## config.mk

```make
export PLATFORM = sky130hd
export DESIGN_NAME = alarm_snooze_ctrl
export DESIGN_NICKNAME = d
export VERILOG_FILES = /design/src/rtl/alarm_snooze_ctrl.sv
export SDC_FILE = /design/constraint.sdc
export NUM_CORES = 1
export LEC_CHECK = 0
export ABC_AREA = 0
export CORE_UTILIZATION = 59
export CTS_BUF_LIST = sky130_fd_sc_hd__clkbuf_16
export DETAILED_ROUTE_END_ITERATION = 7
export PLACE_DENSITY = 0.78
export RECOVER_POWER = 50
export SLEW_MARGIN = 25
export SYNTH_ARGS = -nofsm -noshare
export SYNTH_HDL_FRONTEND = slang
export SYNTH_SLANG_ARGS = --single-unit
```

## constraint.sdc

```tcl
create_clock -name clk -period 3.98 [get_ports clk]
set_input_delay 0.995 -clock clk [delete_from_list [all_inputs] [get_ports clk]]
set_output_delay 0.995 -clock clk [all_outputs]
set_load 0.01 [all_outputs]
```

## src/rtl/alarm_snooze_ctrl.sv

```systemverilog
// Alarm output sequencer: arm on time match, ring, snooze, auto-stop.
// Ports: clk, reset, AL_ON, STOP_al, SNOOZE, time_match -> Alarm, snoozing, snooze_cnt.
module alarm_snooze_ctrl #(
  parameter int TICKS_PER_SEC = 10,
  parameter int RING_MAX_S    = 60,
  parameter int SNOOZE_S      = 300,
  parameter int MAX_SNOOZE    = 3,
  parameter int SCW           = $clog2(MAX_SNOOZE + 1)
) (
  input  logic           clk,
  input  logic           reset,
  input  logic           AL_ON,
  input  logic           STOP_al,
  input  logic           SNOOZE,
  input  logic           time_match,
  output logic           Alarm,
  output logic           snoozing,
  output logic [SCW-1:0] snooze_cnt
);

  localparam int SMAX = (RING_MAX_S > SNOOZE_S) ? RING_MAX_S : SNOOZE_S;
  localparam int SW   = (SMAX > 1) ? $clog2(SMAX) : 1;
  localparam int TW   = (TICKS_PER_SEC > 1) ? $clog2(TICKS_PER_SEC) : 1;

  typedef enum logic [1:0] {
    IDLE    = 2'd0,
    RINGING = 2'd1,
    SNOOZED = 2'd2
  } state_t;

  state_t          state, state_n;
  logic [SCW-1:0]  cnt_n;
  logic [TW-1:0]   tick_cnt;
  logic [SW-1:0]   sec_cnt;
  logic            tm_q, snz_q;
  logic            tm_hold, snz_hold;
  logic            match_rise, snz_rise;
  logic            tick_wrap;
  logic            alarm_n, snoozing_n;

  // The hold flops remember a level present during reset so it
  // does not look like a fresh edge on the first cycle afterwards.
  always_ff @(posedge clk) begin
    if (reset) begin
      tm_q     <= 1'b0;
      snz_q    <= 1'b0;
      tm_hold  <= time_match;
      snz_hold <= SNOOZE;
    end else begin
      tm_q     <= time_match;
      snz_q    <= SNOOZE;
      tm_hold  <= 1'b0;
      snz_hold <= 1'b0;
    end
  end

  assign match_rise = time_match & ~tm_q & ~tm_hold;
  assign snz_rise   = SNOOZE & ~snz_q & ~snz_hold;
  assign tick_wrap  = (tick_cnt == TW'(TICKS_PER_SEC - 1));

  always_ff @(posedge clk) begin
    if (reset) begin
      state      <= IDLE;
      snooze_cnt <= '0;
      Alarm      <= 1'b0;
      snoozing   <= 1'b0;
    end else begin
      state      <= state_n;
      snooze_cnt <= cnt_n;
      Alarm      <= alarm_n;
      snoozing   <= snoozing_n;
    end
  end

  always_comb begin
    state_n = state;
    cnt_n   = snooze_cnt;
    unique case (state)
      IDLE: begin
        if (AL_ON & match_rise & ~STOP_al)
          state_n = RINGING;
      end
      RINGING: begin
        if (~AL_ON | STOP_al) begin
          state_n = IDLE;
          cnt_n   = '0;
        end else if (snz_rise &&
                     snooze_cnt < SCW'(MAX_SNOOZE)) begin
          state_n = SNOOZED;
          cnt_n   = snooze_cnt + SCW'(1);
        end else if (tick_wrap &&
                     sec_cnt == SW'(RING_MAX_S - 1)) begin
          state_n = IDLE;
          cnt_n   = '0;
        end
      end
      SNOOZED: begin
        if (~AL_ON | STOP_al) begin
          state_n = IDLE;
          cnt_n   = '0;
        end else if (tick_wrap &&
                     sec_cnt == SW'(SNOOZE_S - 1)) begin
          state_n = RINGING;
        end
      end
      default: begin
        state_n = IDLE;
        cnt_n   = '0;
      end
    endcase
  end

  // Outputs are decoded from the next state and registered.
  always_comb begin
    alarm_n    = (state_n == RINGING);
    snoozing_n = (state_n == SNOOZED);
  end

  // Timers restart on every transition and rest at 0 in IDLE.
  always_ff @(posedge clk) begin
    if (reset || state_n != state || state == IDLE) begin
      tick_cnt <= '0;
      sec_cnt  <= '0;
    end else if (tick_wrap) begin
      tick_cnt <= '0;
      sec_cnt  <= sec_cnt + SW'(1);
    end else begin
      tick_cnt <= tick_cnt + TW'(1);
    end
  end

endmodule

```

==> metrics <==
status=finished, final reports clean; Worst Path Required=4100 ps; final core utilization=73.6%; Power Total=0.000463 W; min-delay src=tick_cnt[0]; Critical Path Start Type=input pin; worst reg2reg endpoint=tick_cnt[2]; Yosys Warn Count=0; Final ANT Viol Nets=0; Core Box Area=1730 sq um; Critical Path, Cell by Cell=dlygate4sd3_1, nor4b_1, nor2_1, a222oi_1, buf_4, nor4_1; clock power share=44.9%; WL per Instance=14.6 um; Synth top area share=42.5%; GP Congestion=0.859; die width=44.8 um; fin crit period=2680 ps; Final Skew=2.43 ps; worst slew pin tran=428 ps; register share of total power=50.7%; fillers=139; switching fraction of total power=18.5%; Area contributors post-synth=dfxtp_1 (43%), nor3_1 (6.0%), ha_1 (4.6%), xnor2_1 (4.0%), xor2_1 (4.0%); peak supply drop=0.320 mV; DR iter-0 viols=27; Area Growth Syn to Fin=17.3%; pins over their slew limit=0; reg2reg setup slack=1920 ps; I/O Pins=10; initial antenna violation count=0; CTS H-Tree Depth=1; slowest cell on the critical path=dlygate4sd3_1; Final setup viols=0; Mapped Cells=113; Worst R2R Start=tick_cnt[0]; total gr overflow=0; Cell Area, Synth=1080 sq um; worst min path class=reg2reg; hold path endpoint=tick_cnt[0]; Port Buf Inserts=9; # hold bufs at CTS=0; vias per cell=6.04; Leakage=0.454 nW; worst skew pair latency=250 ps; cts repair resizes=0; number of max-cap violations=0; crit share post-route=67.4%; sequential fraction of the synthesis area=42.5%; CTS sink count=23; final hold violations=0; pin count of the biggest net entering global routing=14; # rows=15; max_slew headroom=71.1%; drt total wl=2170 um; Synth cell types=37; syn avg cell area=9.58 sq um; Comb pwr share=4.4%; clock buffer depth=2; crit-path max cell delay=570 ps; CTS tree=done; Initial Utilization=62.7%; crit path capture type=register; diode count=0; Post-synth top cells=dfxtp_1 (23), nor3_1 (13), nor2_1 (6), xnor2_1 (5), xor2_1 (5); PwrDens=364 nW/um^2; Post-CTS Repair Setup Buffers=0; net count reported at finish=135; FF+latch area=460 sq um; vias in the first global route=826; DR vias=900; CTS root buf=clkbuf_16; HPWL after DPL=1440 um; Switch Pwr=0.0000857 W; worst hold path cell count=1; multi-input logic area=583 sq um; share of cells above drive strength 1=5.65%; post-synthesis net count=123; Main synth FF type=dfxtp_1; die area=2010 sq um; Die Y=44.8 um; reg2reg path depth=6; CP Max Fanout=13; clock-pin slew on the worst setup and hold paths=50 ps; TritonCTS Buffers=3; most instantiated library cell after synthesis=dfxtp_1; fmax=0.373 GHz; drt drc=0; first-pass GRT wire length=3510 um; Sum Neg Setup Slack=0 ps; setup repair after global routing missed its margin=no; ys async rst share=0%; GRT Util Overall=23.9%; CP Data Arrival Time=2800 ps; CP Class=in2reg; number of synthesized flops with an enable pin=0; Seq cells post-synth=23; DR pass1 iterations=5; Int Pwr=0.000377 W; area leader, netlist=dfxtp_1
-- routing by layer --
layer	vias up	GRT usage [%]	share of wire, %
met5	-	0	0
met4	0	11.5	1.9
met3	9	4.00	3.9
met2	30	43.2	51
met1	419	27.0	43
li1	442	-	-
-- critical path: cells and delay by family --
kind / cells / cell delay, ps
buffers and inverters: 2 / 840
AND/OR/NAND/NOR: 3 / 600
AO/OA/AOI/OAI: 1 / 360
-- power by group through the flow --
stage                     Sequential (W)  Combinational (W)  Clock, W
after detailed placement        0.000240          0.0000202         0
after global routing            0.000235          0.0000224  0.000220
after floorplan                 0.000239          0.0000114         0
final                           0.000234          0.0000205  0.000208
after global placement          0.000239          0.0000198         0
after CTS                       0.000234          0.0000209  0.000213
-- logic make-up after synthesis --
| logic type | share of synthesized area [%] |
|---|---|
| flops | 42.5 |
| fa+ha+maj | 4.62 |
| compound gates | 7.63 |
| buf+inv | 3.58 |
| simple gates | 32.6 |
| mux | 0.925 |
| xor+xnor | 8.09 |
-- layout by cell type, fill, tap and decap left out, drive strengths merged, types with 4 or more instances in the layout --
cell type	n
nand2	4
xnor2	5
nand3	4
nor4	4
nor3	13
dlygate4sd3	6
ha	4
inv	4
dfxtp	23
nor2	6
xor2	5
nand4	4
-- state kept, by name (all words and copies together), names as in the netlist --
signal	count
tm_hold	1
tm_q	1
snooze_cnt	2
sec_cnt	9
state	2
snoozing	1
tick_cnt	4
snz_q	1
Alarm	1
snz_hold	1
-- worst max path at each step --
stage	startpoint	endpoint	slack (ps)	depth (start not counted)
finish	SNOOZE	tick_cnt[2]	1300	6
global route	SNOOZE	tick_cnt[2]	1140	6
CTS	SNOOZE	tick_cnt[2]	1360	6
detailed placement	SNOOZE	tick_cnt[2]	1190	6
global placement	SNOOZE	tick_cnt[2]	1230	6
floorplan	SNOOZE	tick_cnt[1]	1760	5
-- through the flow --
stage	std cells	setup slack, ps	instance area, sq um	hold slack [ps]
floorplan	113	1760	1080	460
global placement	145	1230	1190	482
detailed placement	145	1190	1190	497
CTS	149	1360	1270	505
global route	149	1140	1270	534
finish	149	1300	1270	499
-- cell type report --
cell class              instances  area share, %
clock buffers                   3           5.91
clock inverters                 1          0.296
inverters                       3          0.887
multi-input cells              83           45.9
flip-flops and latches         23           36.3
well taps                      25           2.46
repair buffers                 11           8.28
Power figures use the tool's default switching activity.
